<file path="src/rtl/dmem_arbiter.sv">
// dmem_arbiter: two-port arbiter and access sequencer in front of the
// byte-addressed data memory `ram`.
//   - p0 (load/store unit) and p1 (debug/loader) share one memory port.
//   - Halfword stores are issued as two byte writes (low byte, then addr+1).
//   - Byte/halfword loads are optionally sign-extended.
// Ports:
//   clk, rst                      clock, synchronous active-high reset
//   req/we/type/sext/addr/wdata_pX requester command (held until gnt_pX)
//   gnt/done/err/rdata_pX         per-port handshake and load result
//   mem_we/mem_type/mem_a/mem_wd  memory command, mem_rd combinational read
//   busy                          FSM is not IDLE
// Configuration:
//   DMEM_ARB_ROUND_ROBIN_EN  defined: round-robin tie break;
//                            undefined: fixed priority, p0 wins ties.
module dmem_arbiter #(
  parameter int ADDRESS_WIDTH = 32,
  parameter int DATA_WIDTH    = 32
) (
  input  logic                     clk,
  input  logic                     rst,
  input  logic                     req_p0,
  input  logic                     we_p0,
  input  logic [1:0]               type_p0,
  input  logic                     sext_p0,
  input  logic [ADDRESS_WIDTH-1:0] addr_p0,
  input  logic [DATA_WIDTH-1:0]    wdata_p0,
  input  logic                     req_p1,
  input  logic                     we_p1,
  input  logic [1:0]               type_p1,
  input  logic                     sext_p1,
  input  logic [ADDRESS_WIDTH-1:0] addr_p1,
  input  logic [DATA_WIDTH-1:0]    wdata_p1,
  output logic                     gnt_p0,
  output logic                     done_p0,
  output logic                     err_p0,
  output logic [DATA_WIDTH-1:0]    rdata_p0,
  output logic                     gnt_p1,
  output logic                     done_p1,
  output logic                     err_p1,
  output logic [DATA_WIDTH-1:0]    rdata_p1,
  output logic                     mem_we,
  output logic [1:0]               mem_type,
  output logic [ADDRESS_WIDTH-1:0] mem_a,
  output logic [DATA_WIDTH-1:0]    mem_wd,
  input  logic [DATA_WIDTH-1:0]    mem_rd,
  output logic                     busy
);
  localparam int AW = ADDRESS_WIDTH;
  localparam int DW = DATA_WIDTH;

  typedef enum logic [1:0] {IDLE = 2'd0, ACCESS = 2'd1, ACCESS_HI = 2'd2} state_e;

  typedef struct packed {
    logic          port;
    logic          we;
    logic [1:0]    typ;
    logic          sext;
    logic [AW-1:0] addr;
    logic [DW-1:0] wdata;
  } cmd_t;

  state_e             state_q, state_d;
  cmd_t               cmd_q, cmd_d, cand;
  logic [1:0]         gnt_q, gnt_d, done_q, done_d, err_q, err_d;
  logic [1:0][DW-1:0] rdata_q, rdata_d;
  logic               any_req, win, illegal, mem_we_raw;
  logic [DW-1:0]      ld_data;

  assign any_req = req_p0 | req_p1;

`ifdef DMEM_ARB_ROUND_ROBIN_EN
  // ptr_q names the port that wins the next tie; it flips to the other
  // port on every grant, so a tie always goes to the port not served last.
  logic ptr_q;
  always_comb win = (req_p0 & req_p1) ? ptr_q : req_p1;
  always_ff @(posedge clk) begin
    if (rst)                            ptr_q <= 1'b0;
    else if (state_q == IDLE && any_req) ptr_q <= ~win;
  end
`else
  assign win = ~req_p0;
`endif

  always_comb begin
    cand      = '0;
    cand.port = win;
    if (win) begin
      cand.we = we_p1; cand.typ = type_p1; cand.sext = sext_p1;
      cand.addr = addr_p1; cand.wdata = wdata_p1;
    end else begin
      cand.we = we_p0; cand.typ = type_p0; cand.sext = sext_p0;
      cand.addr = addr_p0; cand.wdata = wdata_p0;
    end
  end

  assign illegal = (cmd_q.typ == 2'b11) ||
                   (cmd_q.typ == 2'b00 && cmd_q.addr[1:0] != 2'b00) ||
                   (cmd_q.typ == 2'b10 && cmd_q.addr[0]);

  // ram zero-extends narrow reads; mask anyway so the result does not
  // depend on what the memory returns above the accessed width.
  always_comb begin
    case (cmd_q.typ)
      2'b01:   ld_data = {{(DW-8){cmd_q.sext & mem_rd[7]}}, mem_rd[7:0]};
      2'b10:   ld_data = {{(DW-16){cmd_q.sext & mem_rd[15]}}, mem_rd[15:0]};
      default: ld_data = mem_rd;
    endcase
  end

  always_comb begin
    state_d    = state_q;
    cmd_d      = cmd_q;
    gnt_d      = '0;
    done_d     = '0;
    err_d      = '0;
    rdata_d    = rdata_q;
    mem_we_raw = 1'b0;
    mem_type   = 2'b00;
    mem_a      = '0;
    mem_wd     = '0;
    case (state_q)
      IDLE: begin
        if (any_req) begin
          cmd_d      = cand;
          gnt_d[win] = 1'b1;
          state_d    = ACCESS;
        end
      end
      ACCESS: begin
        state_d = IDLE;
        if (illegal) begin
          // memory port stays at its idle values
          done_d[cmd_q.port] = 1'b1;
          err_d[cmd_q.port]  = 1'b1;
        end else begin
          mem_a = cmd_q.addr;
          if (!cmd_q.we) begin
            mem_type            = cmd_q.typ;
            rdata_d[cmd_q.port] = ld_data;
            done_d[cmd_q.port]  = 1'b1;
          end else if (cmd_q.typ == 2'b10) begin
            // low byte of a halfword store; high byte follows at addr+1
            mem_type   = 2'b01;
            mem_we_raw = 1'b1;
            mem_wd     = {{(DW-8){1'b0}}, cmd_q.wdata[7:0]};
            state_d    = ACCESS_HI;
          end else begin
            mem_type           = cmd_q.typ;
            mem_we_raw         = 1'b1;
            mem_wd             = cmd_q.wdata;
            done_d[cmd_q.port] = 1'b1;
          end
        end
      end
      ACCESS_HI: begin
        mem_a              = cmd_q.addr + AW'(1);
        mem_type           = 2'b01;
        mem_we_raw         = 1'b1;
        mem_wd             = {{(DW-8){1'b0}}, cmd_q.wdata[15:8]};
        done_d[cmd_q.port] = 1'b1;
        state_d            = IDLE;
      end
      default: state_d = IDLE;
    endcase
  end

  // Gate the write strobe with reset so a reset landing during ACCESS_HI
  // suppresses the high-byte write at that same edge.
  assign mem_we = mem_we_raw & ~rst;

  always_ff @(posedge clk) begin
    if (rst) begin
      state_q <= IDLE;
      cmd_q   <= '0;
      gnt_q   <= '0;
      done_q  <= '0;
      err_q   <= '0;
      rdata_q <= '0;
    end else begin
      state_q <= state_d;
      cmd_q   <= cmd_d;
      gnt_q   <= gnt_d;
      done_q  <= done_d;
      err_q   <= err_d;
      rdata_q <= rdata_d;
    end
  end

  assign gnt_p0   = gnt_q[0];
  assign gnt_p1   = gnt_q[1];
  assign done_p0  = done_q[0];
  assign done_p1  = done_q[1];
  assign err_p0   = err_q[0];
  assign err_p1   = err_q[1];
  assign rdata_p0 = rdata_q[0];
  assign rdata_p1 = rdata_q[1];
  assign busy     = (state_q != IDLE);

endmodule

</file>
<file path="config.mk">
export PLATFORM = sky130hd
export DESIGN_NAME = dmem_arbiter
export DESIGN_NICKNAME = d
export VERILOG_FILES = /design/src/rtl/dmem_arbiter.sv
export SDC_FILE = /design/constraint.sdc
export NUM_CORES = 1
export LEC_CHECK = 0
export BUFFER_PORTS_ARGS = -buffer_cell sky130_fd_sc_hd__buf_2
export CAP_MARGIN = 20
export CORE_MARGIN = 5
export CORE_UTILIZATION = 52
export CTS_BUF_LIST = sky130_fd_sc_hd__clkbuf_8
export CTS_CLUSTER_SIZE = 12
export DETAILED_ROUTE_END_ITERATION = 6
export PLACE_DENSITY_LB_ADDON = 0.2
export SYNTH_ARGS = -nofsm -noshare
export SYNTH_HDL_FRONTEND = slang
export SYNTH_SLANG_ARGS = --single-unit
export TNS_END_PERCENT = 10
</file>
<file path="constraint.sdc">
create_clock -name clk -period 4.6 [get_ports clk]
set_input_delay 0.92 -clock clk [delete_from_list [all_inputs] [get_ports clk]]
set_output_delay 0.92 -clock clk [all_outputs]
set_load 0.02 [all_outputs]
</file>
---- Yosys cells after proc, flatten, opt, wreduce, memory -nomap -nowiden ----
Cells that the tools add are included.
cells by class
  bitwise operators ....................... 11
  multiplexer cells ....................... 31
  equality and inequality tests ........... 6
  order comparisons ....................... 4
  reductions and logical operators ........ 14
  $add $sub $neg .......................... 1
operators by type and width
  kind                                                                   number
  32-bit case mux with 2 select lines                                    3
  32-bit two-way mux                                                     5
  68-bit two-way mux                                                     1
  64-bit bitwise mux                                                     1
  32-bit by 1-bit adder with 32-bit output (second input constant)       1
  32-bit demux with 1-bit select                                         1
  2-bit two-way mux                                                      10
  2-bit case mux with 2 select lines                                     3
  1-bit inverter                                                         7
  2-bit == test (second input constant)                                  3
  3-bit OR reduction                                                     2
  2-bit by 1-bit == test with 1-bit output (second input constant)       2
  1-bit logical AND                                                      4
  2-bit logical NOT                                                      2
  1-bit by 2-bit < comparator with 1-bit output (second input constant)  2
  1-bit two-way mux                                                      4
  2-bit nonzero test                                                     2
  1-bit AND                                                              3
  3-bit AND reduction                                                    1
  1-bit demux with 1-bit select                                          2
  1-bit greater-or-equal comparator (second input constant)              2
  1-bit logical OR                                                       2
  2-bit != test (second input constant)                                  1
  1-bit case mux with 2 select lines                                     1
  2 further kinds                                                        2
word-level totals
  bits of input ports ..................... 172
  logic and storage cells ................. 79
  bits in registers ....................... 141
  output and inout port bits .............. 138

---- Longest topological paths before layout ----
Gate-level depths: netlist of run 1.
  word-level depth ........................ 8
  mapped depth ............................ 10
  mapped depth without buffers ............ 7

---- Worst setup path after synthesis of run 1 ----
Ideal clock, no wire load.
  path kind ............................... reg2out
  from .................................... register state_q[0]
  to ...................................... output mem_a[20]
  cell stages (with the launch flop) ...... 10
  path buffers ............................ 3
  arrival time ............................ 2.047 ns
  setup slack ............................. 1.633 ns
  required time ........................... 3.680 ns
  cell sequence ........................... dfxtp_1 -> inv_1 -> ha_1 -> buf_2 -> clkinv_1 -> nor2_1 -> buf_2 -> buf_1 -> nand3_1 -> o21ai_0
on the way
  word-level cells in the longest chain between the ends .. 2
  elaborated cells on any way between the ends .. 3
  classes of those cells .................. eq/ne (2); mux (1)
RTL lines
  item                                                                              line  text
  start, declared                                                                   62    state_e state_q, state_d;
  start signal, assigned                                                            180   state_q <= state_d;
  2-bit == test / 2-bit by 1-bit == test with 1-bit output (equally long branches)  121   case (state_q)
  32-bit case mux with 2 select lines *                                             121
  end, declared                                                                     43    output logic [ADDRESS_WIDTH-1:0] mem_a,
Every way passes the cells marked *; elsewhere a longest branch is shown, timed or not.

---- Worst setup path after layout of run 1 ----
  from .................................... register cmd_q[65] (netlist bit)
  to ...................................... output mem_wd[29]
on the way
  word-level cells in the longest chain between the ends .. 6
  elaborated cells on any way between the ends .. 11
  classes of those cells .................. eq/ne (2); mux (4); reduce/logical (5)
RTL lines
  item                                                        line  text
  start, declared                                             63    cmd_t cmd_q, cmd_d, cand;
  start signal, assigned                                      181   cmd_q <= cmd_d;
  branches (longest 4 deep; another with 32-bit two-way mux)  n/a
  32-bit two-way mux *                                        131   if (illegal) begin
  32-bit case mux with 2 select lines *                       121
  end, declared                                               44    output logic [DATA_WIDTH-1:0] mem_wd,
Every way passes the cells marked *.

==> qor.csv, run 1 <==
stage,metric,value,unit
cts,cts_root_buffer,clkbuf_8,
hold_path,min_delay_worst_endpoint,rdata_p0[6]$_SDFFE_PP0P_,
hold_path,hold_start,rdata_p0[6]$_SDFFE_PP0P_,
cts,cts_buffer_depth,2,
sta,finalCritPeriodShare,92.5,%
yosys,synth.top_cell.area_share,42.6,%
placed_design,hpwlAfterDp,15700,um
yosys,synthXorXnorAreaFrac,0,%
critical_path,cp-start-kind,flop,
yosys,synthFlopType,dfxtp_1,
placed_design,port_buffers,309,
yosys,synth_cells,788,
detailed_routing,drtIter0Drc,844,
sta,clock-skew-final,0.0163,ns
detailed_routing,highest_layer,met4,
floorplanning,dieArea,15100,um2
sta,maxSlewHeadroom,52.8,%
yosys,yosys.area.top_type,dfxtp_1,
critical_path,critical_path_buf_inv_count,2,
detailed_routing,drc,7,
cts,cts_tree,built,
detailed_routing,via_count,7107,
layout,drive_gt1_share,34.5,%
power,vdd_drop_max,0.187,mV
yosys,muxShareOfSynthArea,0.643,%
yosys,async_reset_ff_share,0,%
floorplanning,die_w,123,um
global_routing,antenna_found_initial,1,
critical_path,cp-end-kind,primary output,
yosys,synth.distinct_cells,58,
cts,cts.sink_count,141,
global_routing,grt_overflow,0,
run_status,violations,DRC,
cts,cts_resized,0,
critical_path,path_class,flop to primary output,
yosys,yosys_warnings,0,
floorplanning,fp.dieH,123,um
critical_path,r2r-end,rdata_p0[13]$_SDFFE_PP0P_,
detailed_routing,antenna_left,0,
floorplanning,start_util,52.7,%
sta,slew_violations,0,
critical_path,reg2reg_depth,8,
power,p_leak,4.27,nW
run,drv_cap,0,
yosys,syn_nets,970,
detailed_routing,drtPass1Iterations,7,
critical_path,critPathRequiredTime,3.68,ns
detailed_routing,wl_per_cell,16.9,um
critical_path,crit_chain,inv_1 -> ha_1 -> nand2_1 -> and4_1 -> and2_1 -> nor3b_4 -> and2_1 -> buf_2,
cts,clk_latency,0.44,ns
cts,numCtsBuffers,17,
detailed_routing,vias_per_cell,5.69,
yosys,synth_area_leaders,"dfxtp_1 (43%), a222oi_1 (10%), a211oi_1 (5.6%)",
hold_path,hold_depth,2,
power,p_per_area,328,nW/um2
sta,setup_viol_count_final,0,
layout,syn_to_final_growth,30.6,%
hold_path,hold_path_class,flop to flop,
sta,fmax,0.235,GHz
cts,post-cts-setup-buffers,0,
detailed_routing,wl_met3,1820,um
yosys,netlist_area,6620,um2
floorplanning,pin_count,310,
placed_design,place.gp.congestion,0.912,
floorplanning,fp-row-count,41,
yosys,yosys_register_bits,141,
floorplanning,core_area,12600,um2
cts,cts.reportedPaths.clkPinSlew,0.08,ns
global_routing,grt_pass1_wl,32200,um
yosys,synth-seq-area-share,42.6,%
critical_path,critPathMaxStageDelay,0.64,ns
detailed_routing,met2_length,10300,um
sta,fin_crit,4.26,ns
critical_path,critPathLaunch,cmd_q[65]$_SDFFE_PP0P_,
global_routing,track_usage,26.8,%
yosys,synth.avg_cell_area,8.40,um2
critical_path,r2r-start,cmd_q[65]$_SDFFE_PP0P_,
detailed_routing,m1WireLength,8550,um
sta,rsz0062_at_grt,false,
global_routing,grt_start_max_net_pins,68,
sta,hold_violations,0,
critical_path,critPathTopFamily,simple AND/OR/NAND/NOR gates,
detailed_routing,wl,21200,um
yosys,synth_compound_area_share,26.8,%
layout,fillers,1095,
yosys,synthAdderAreaFrac,1.89,%
critical_path,rrSetupSlack,2.14,ns
yosys,synth_edf_count,0,
cts,cts_max_level,4,
sta,fin_ws,0.343,ns
sta,tightestPinTransition,0.707,ns
placed_design,dp_slack,0.640,ns
cts,hold_buffers,0,
critical_path,slowest_stage,nor3b_4,
sta,finalSetupTns,0,ns
run_status,run_status,"finished, violations left",
critical_path,cpMostUsedCell,and2_1,
critical_path,arrival,3.34,ns
yosys,synth_top_family_by_area,compound AO/OA/AOI/OAI gates,
sta,holdWs,0.456,ns
yosys,synth-simple-area-share,19.2,%
layout,fin_nets,1246,
global_routing,grt_pass1_vias,6559,
critical_path,path_max_fanout,23,
## cells in the final DEF (no fill, tap or decap), types with 3 or more instances in the layout
master	count
a22oi_1	9
a21oi_1	60
nand4_2	3
nor2_1	73
buf_4	13
clkinv_2	5
o21ai_0	22
o21ai_1	3
dfxtp_1	141
or4_1	6
a222oi_1	68
inv_1	83
clkbuf_8	18
nand4_1	10
or3_1	4
buf_2	309
and2_1	28
a41oi_1	4
o211ai_1	7
a31oi_1	6
inv_6	3
a211oi_1	49
nand2_1	62
ha_1	10
nor3_1	6
nor4bb_1	3
and3_1	6
nand3_1	17
## layout make-up
cell class,instances,area [um2],share of cell area [%]
flip-flops and latches,141,2820,32.7
diodes,1,2.50,0.0290
well taps,172,215,2.49
multi-input cells,498,3260,37.7
inverters,84,315,3.65
repair buffers,322,1640,19.0
clock buffers,18,248,2.87
clock inverters,14,140,1.62
## worst max-delay path by stage
stage / endpoint / slack [ns] / cells after the start
after floorplan: mem_a[20] / 1.63 / 9
after global placement: mem_wd[8] / 0.79 / 8
after detailed placement: mem_wd[18] / 0.64 / 8
after CTS: mem_wd[18] / 0.12 / 8
after global routing: mem_wd[18] / 0.03 / 8
final: mem_wd[29] / 0.34 / 8
## synthesized netlist by cell type, types with 7 or more instances
master      n
inv_1      82
ha_1       10
dfxtp_1   141
a211oi_1   49
and2_1     28
nand4_1    10
nand3_1    17
nor3_1      7
a21oi_1    61
a222oi_1   68
buf_2      14
nand2_1    62
o211ai_1    7
a22oi_1     9
clkbuf_1   43
nor2_1     73
o21ai_0    22
## state kept, by name (all words and copies together) (netlist names)
| name | count |
|---|---|
| cmd_q | 69 |
| rdata_p1 | 32 |
| err_q | 2 |
| gnt_q | 2 |
| done_q | 2 |
| state_q | 2 |
| rdata_p0 | 32 |
## worst min-delay path: cells and delay by family (launching register included)
kind               cells  cell delay [ns]
and+or+nand+nor        1             0.05
AOI/OAI and AO/OA      1             0.05
DFF                    1             0.31
## routing by layer
metal  global-route usage, %  vias up
li1                        -     3468
met1                    32.7     3267
met2                    44.9      324
met3                    7.56       48
met4                    10.3        0
met5                       0        -
## power breakdown
group / switching (mW) / leakage, nW / internal, mW
Sequential: 0.0809 / 1.16 / 1.31
Combinational: 0.284 / 2.91 / 0.188
Clock: 0.476 / 0.205 / 0.495
## metrics by stage
stage | cells | power, mW | utilization [%] | instance area [um2]
2_1_floorplan | 788 | 1.69 | - | 6620
3_3_place_gp | 1217 | 1.88 | 65.6 | 8250
3_5_place_dp | 1217 | 1.89 | 65.6 | 8250
4_1_cts | 1249 | 2.86 | 68.7 | 8630
5_1_grt | 1250 | 2.97 | 68.8 | 8640
6_report | 1250 | 2.84 | 68.8 | 8640
## cells by family (layout without fill, tap and decap cells)
logic type / count (synthesis) / after routing
AOI/OAI and AO/OA: 241 / 241
adders and majority gates: 10 / 10
buffers and inverters: 149 / 438
DFF: 141 / 141
muxes: 4 / 4
other: 0 / 1
and+or+nand+nor: 243 / 243
No activity file was read; power rests on OpenSTA's default activity.
==> run 2, diff against run 1 <==
--- a/config.mk
+++ b/config.mk
@@ -7,11 +7,11 @@
 export LEC_CHECK = 0
 export BUFFER_PORTS_ARGS = -buffer_cell sky130_fd_sc_hd__buf_2
 export CAP_MARGIN = 20
-export CORE_MARGIN = 5
-export CORE_UTILIZATION = 52
+export CORE_AREA = 2 2 120 122
 export CTS_BUF_LIST = sky130_fd_sc_hd__clkbuf_8
 export CTS_CLUSTER_SIZE = 12
 export DETAILED_ROUTE_END_ITERATION = 6
+export DIE_AREA = 0 0 122 124
 export PLACE_DENSITY_LB_ADDON = 0.2
 export SYNTH_ARGS = -nofsm -noshare
 export SYNTH_HDL_FRONTEND = slang
==> run 2 against run 1 <==
- the run still ends with DRC left
- core utilization down 5.5 points
- via count decreased by 0.48%
- sequential power about the same
- critical path depth up 1
- clock skew down 0.0079 ns
- first-iteration DRC count fell by 14%
- maximum frequency is 10% higher
- register-to-register slack improved by 0.03 ns
- largest cell class unchanged
- highest routed layer unchanged
==> qor.csv, run 2 (same netlist as run 1, synthesis figures left out) <==
stage,metric,value,unit
run_status,run_status,"finished, violations left",
run_status,violations,DRC,
floorplanning,pin_count,310,
placed_design,place.gp.congestion,0.825,
cts,cts_root_buffer,clkbuf_8,
cts,numCtsBuffers,17,
power,clkPwrFrac,34.6,%
detailed_routing,antenna_left,0,
layout,layout_commonest_cell,buf_2,
critical_path,path_max_fanout,22,
detailed_routing,wl,21400,um
global_routing,grt_pass1_vias,6229,
cts,cts_max_level,4,
sta,fin_crit,3.86,ns
power,swShare,30.0,%
sta,rsz0062_at_grt,false,
layout,largest_reg_flops,69,
cts,post-cts-setup-buffers,0,
critical_path,cp-end-kind,primary output,
layout,layout_common_cells,"buf_2 (309), dfxtp_1 (141), inv_1 (84)",
floorplanning,start_util,48.3,%
cts,clk_latency,0.44,ns
cts,cts_resized,0,
layout,syn_to_final_growth,31.1,%
sta,finalCritPeriodShare,83.8,%
cts,cts.sink_count,141,
floorplanning,fp-row-count,43,
floorplanning,fp.dieH,124,um
detailed_routing,drtIter0Drc,726,
critical_path,cp-start-kind,flop,
sta,clock-skew-final,0.00835,ns
global_routing,grt_start_max_net_pins,68,
power,p_per_area,329,nW/um2
detailed_routing,drc,20,
sta,slew_violations,0,
run,drv_cap,0,
cts,cts.reportedPaths.clkPinSlew,0.08,ns
sta,fmax,0.259,GHz
power,p_comb_share,16.6,%
sta,finalSetupTns,0,ns
layout,drive_gt1_share,34.6,%
floorplanning,die_w,122,um
cts,hold_buffers,0,
global_routing,grt_pass1_wl,32200,um
hold_path,hold_path_class,flop to flop,
critical_path,arrival,2.94,ns
global_routing,antenna_found_initial,1,
detailed_routing,vias_per_cell,5.61,
sta,maxSlewHeadroom,51.8,%
critical_path,critPathRequiredTime,3.68,ns
global_routing,grt_overflow,0,
cts,cts_buffer_depth,2,
global_routing,track_usage,26.9,%
detailed_routing,wl_per_cell,17.0,um
sta,hold_violations,0,
placed_design,port_buffers,309,
layout,fin_cells,1261,
cts,cts_tree,built,
power,intPower,2.00,mW
placed_design,dp.cells,1227,
power,vdd_drop_max,0.191,mV
detailed_routing,via_count,7073,
power,p_leak,4.28,nW
power,power.switching,0.858,mW
floorplanning,core_area,13700,um2
critical_path,path_class,flop to primary output,
layout,fin_nets,1249,
power,power_frac_seq,48.8,%
floorplanning,dieArea,15100,um2
layout,largest-register,cmd_q,
sta,tightestPinTransition,0.723,ns
detailed_routing,drtPass1Iterations,7,
placed_design,hpwlAfterDp,15700,um
sta,setup_viol_count_final,0,
-- run 2: cell count changes in the layout (fill, tap and decap cells not counted), sizes merged --
cell,change
buf,+3
clkinv,-1
inv,+1
-- run 2: cell type report --
cell class | instances | area [um2]
Inverter | 84 | 315
Clock buffer | 18 | 248
Antenna cell | 1 | 2.50
Sequential cell | 141 | 2820
Fill cell | 1275 | 5040
Multi-Input combinational cell | 498 | 3250
Timing Repair Buffer | 325 | 1670
Clock inverter | 14 | 143
Tap cell | 180 | 225
-- run 2: metrics by stage --
stage          hold slack (ns)  total power [mW]  cell area (um2)  setup WS (ns)  utilization [%]
2_1_floorplan            0.447              1.69             6620           1.63                -
3_3_place_gp             0.439              1.89             8270           1.02             60.3
3_5_place_dp             0.446              1.89             8270          0.762             60.3
4_1_cts                  0.457              2.87             8660          0.256             63.1
5_1_grt                  0.476              2.99             8680          0.540             63.2
6_report                 0.455              2.86             8680          0.743             63.2
-- run 2: worst max-delay path, cell delays in order, from the launching register on --
cell and delay (ns):
dfxtp_1 0.42, inv_1 0.11, ha_1 0.31, nand2_1 0.13
and4_1 0.22, and2_1 0.38, nor3b_2 0.38, buf_6 0.23
and2_1 0.16, buf_2 0.16
-- run 2: worst paths after layout --
kind / to / cells after the start / startpoint / slack, ns
min: rdata_p1[0]$_SDFFE_PP0P_ / 2 / rdata_p1[0]$_SDFFE_PP0P_ / 0.46
min reg2reg: rdata_p1[0]$_SDFFE_PP0P_ / 2 / rdata_p1[0]$_SDFFE_PP0P_ / 0.46
max reg2reg: rdata_p1[20]$_SDFFE_PP0P_ / 8 / cmd_q[65]$_SDFFE_PP0P_ / 2.17
max: mem_wd[12] / 9 / cmd_q[65]$_SDFFE_PP0P_ / 0.74
-- run 2: power by group through the flow --
stage / sequential [mW] / clock (mW) / combinational (mW)
after floorplan: 1.43 / 0 / 0.257
after CTS: 1.39 / 1.01 / 0.473
after global placement: 1.42 / 0 / 0.467
after global routing: 1.41 / 1.07 / 0.521
final: 1.39 / 0.987 / 0.474
after detailed placement: 1.42 / 0 / 0.471
-- run 2: metal layers --
layer	track usage [%]	vias to the layer above	routed length, um
li1	-	3468	-
met1	34.0	3306	9090
met2	44.0	278	10300
met3	9.02	21	1810
met4	7.61	0	278
met5	0	-	0
==> run 3, diff against run 2 <==
--- a/config.mk
+++ b/config.mk
@@ -7,11 +7,10 @@
 export LEC_CHECK = 0
 export BUFFER_PORTS_ARGS = -buffer_cell sky130_fd_sc_hd__buf_2
 export CAP_MARGIN = 20
-export CORE_AREA = 2 2 120 122
+export CORE_UTILIZATION = 44
 export CTS_BUF_LIST = sky130_fd_sc_hd__clkbuf_8
 export CTS_CLUSTER_SIZE = 12
 export DETAILED_ROUTE_END_ITERATION = 6
-export DIE_AREA = 0 0 122 124
 export PLACE_DENSITY_LB_ADDON = 0.2
 export SYNTH_ARGS = -nofsm -noshare
 export SYNTH_HDL_FRONTEND = slang
==> constraint.sdc (replaced) <==
create_clock -name clk -period 3.4 [get_ports clk]
set_input_delay 0.68 -clock clk [delete_from_list [all_inputs] [get_ports clk]]
set_output_delay 0.68 -clock clk [all_outputs]
set_load 0.02 [all_outputs]
==> run 3 against run 2 <==
- the run still ends with DRC left
- setup slack got worse by 0.71 ns
- first-iteration DRC count fell by 4.3%
- non-clock buffer count rose by 5
- total power rose by 37%
- via count rose by 1.2%
- sequential power rose by 35%
- core utilization fell by 3.1 points
- clock-buffer cell count did not move
- sequential cell count did not move
- highest routed layer unchanged
==> qor.csv, run 3 (same netlist as run 1, synthesis figures left out) <==
stage,metric,value,unit
run_status,run_status,"finished, violations left",
run_status,violations,DRC,
global_routing,grt_overflow,0,
floorplanning,fp.dieH,125,um
critical_path,critPathRequiredTime,2.72,ns
layout,fin_area,8780,um2
floorplanning,fp-row-count,44,
power,p_per_area,445,nW/um2
detailed_routing,via_count,7157,
cts,cts_buffer_depth,2,
sta,clock-skew-final,0.00798,ns
detailed_routing,drtPass1Iterations,7,
power,power_frac_seq,48.2,%
sta,tightestPinTransition,0.661,ns
sta,rsz0062_at_grt,true,
run,drv_cap,0,
layout,drive_gt1_share,35.4,%
sta,finalSetupTns,0,ns
power,swShare,31.6,%
sta,fmax,0.297,GHz
power,p_leak,4.31,nW
placed_design,port_buffers,309,
floorplanning,die_w,125,um
global_routing,grt_pass1_wl,33500,um
detailed_routing,drc,11,
power,intPower,2.67,mW
detailed_routing,wl_per_cell,16.9,um
power,clkPwrFrac,35.0,%
sta,finalCritPeriodShare,98.9,%
layout,fillers,1432,
detailed_routing,wl,21500,um
cts,cts_max_level,4,
cts,cts_root_buffer,clkbuf_8,
placed_design,hpwlAfterDp,15400,um
global_routing,track_usage,26.9,%
layout,regArea,2820,um2
global_routing,antenna_found_initial,1,
global_routing,grt_pass1_vias,6519,
placed_design,postPlaceCellArea,8330,um2
floorplanning,pin_count,310,
critical_path,path_class,flop to primary output,
floorplanning,core_area,14600,um2
power,power.switching,1.23,mW
layout,largest-register,cmd_q,
sta,hold_violations,0,
cts,cts_tree,built,
layout,syn_to_final_growth,32.6,%
power,power.total,3.90,mW
layout,fin_cells,1271,
sta,fin_crit,3.36,ns
placed_design,dp.cells,1236,
detailed_routing,vias_per_cell,5.63,
layout,largest_reg_flops,69,
sta,maxSlewHeadroom,55.9,%
power,p_comb_share,16.9,%
layout,layout_commonest_cell,buf_2,
floorplanning,start_util,45.4,%
critical_path,arrival,2.68,ns
layout,multi_input_area,3270,um2
critical_path,cp-end-kind,primary output,
placed_design,place.gp.congestion,0.846,
sta,setup_viol_count_final,0,
detailed_routing,antenna_left,0,
critical_path,rrSetupSlack,1.07,ns
power,vdd_drop_max,0.199,mV
layout,fin_nets,1255,
detailed_routing,drtIter0Drc,695,
floorplanning,dieArea,15500,um2
hold_path,hold_path_class,input pin to flop,
cts,cts.sink_count,141,
critical_path,path_max_fanout,9,
cts,clk_latency,0.45,ns
global_routing,grt_start_max_net_pins,65,
critical_path,cp-start-kind,flop,
cts,cts.reportedPaths.clkPinSlew,0.09,ns
sta,slew_violations,0,
layout,layout_common_cells,"buf_2 (309), dfxtp_1 (140), inv_1 (81)",
cts,numCtsBuffers,17,
## run 3: changes by cell type in the layout (fill, tap and decap cells not counted), moves of 2 or more
cell,before,now
clkinv_4,3,0
buf_12,0,2
buf_4,15,18
inv_1,84,81
nor3b_4,0,2
clkinv_2,3,0
clkinvlp_4,1,4
inv_8,0,5
## run 3: metal layers
metal,routed length [um],vias to the layer above,global-route usage (%)
met5,0,-,0
met4,342,0,9.92
met3,1620,27,6.70
met2,10300,322,44.5
met1,9230,3317,33.7
li1,-,3491,-
## run 3: path summary, 6_finish.rpt
path	startpoint	end	cells after the start
hold / removal	wdata_p1[22]	cmd_q[22]$_SDFFE_PP0P_	3
setup / recovery	cmd_q[40]$_SDFFE_PP0P_	mem_a[30]	6
hold reg to reg	rdata_p1[1]$_SDFFE_PP0P_	rdata_p1[1]$_SDFFE_PP0P_	2
setup reg to reg	cmd_q[66]$_SDFFE_PP0P_	rdata_p1[30]$_SDFFE_PP0P_	8
## run 3: stage by stage
step	utilization, %	worst slack (ns)	hold WS (ns)
final	60.2	0.0361	0.435
after global routing	60.2	-0.0667	0.417
after CTS	60.0	0.0362	0.402
after detailed placement	57.1	0.180	0.443
after global placement	57.1	0.421	0.440
after floorplan	-	0.673	0.447
## run 3: worst max-delay path, cell delays in order, from the launching register on
cell and delay [ns]:
dfxtp_1 0.49, nand4_2 0.26, nor4_4 0.55, nand2_2 0.13
or4_1 0.51, nand3_1 0.12, buf_2 0.17
## run 3: area by class of cell
type / instances / share of cell area [%]
clock buffers: 18 / 2.82
clock inverters: 14 / 1.72
inverters: 84 / 3.59
well taps: 184 / 2.62
multi-input cells: 499 / 37.3
flip-flops and latches: 141 / 32.2
repair buffers: 330 / 19.7
diodes: 1 / 0.0285
## run 3: what timing repair did
item                                    in CTS  in global routing
cloned                                       1                  0
hold buffers                                 0                  0
hold endpoints to repair                     0                  0
setup buffers                                0                  1
resized for setup                            2                  3
pin swaps                                    1                  0
endpoints found under the setup margin      24                 34
## run 3: power groups by stage
| stage | registers, mW | logic, mW | clock network, mW |
|---|---|---|---|
| 6_report | 1.88 | 0.659 | 1.36 |
| 5_1_grt | 1.90 | 0.729 | 1.47 |
| 4_1_cts | 1.88 | 0.656 | 1.40 |
| 3_5_place_dp | 1.92 | 0.650 | 0 |
| 3_3_place_gp | 1.91 | 0.644 | 0 |
| 2_1_floorplan | 1.94 | 0.347 | 0 |
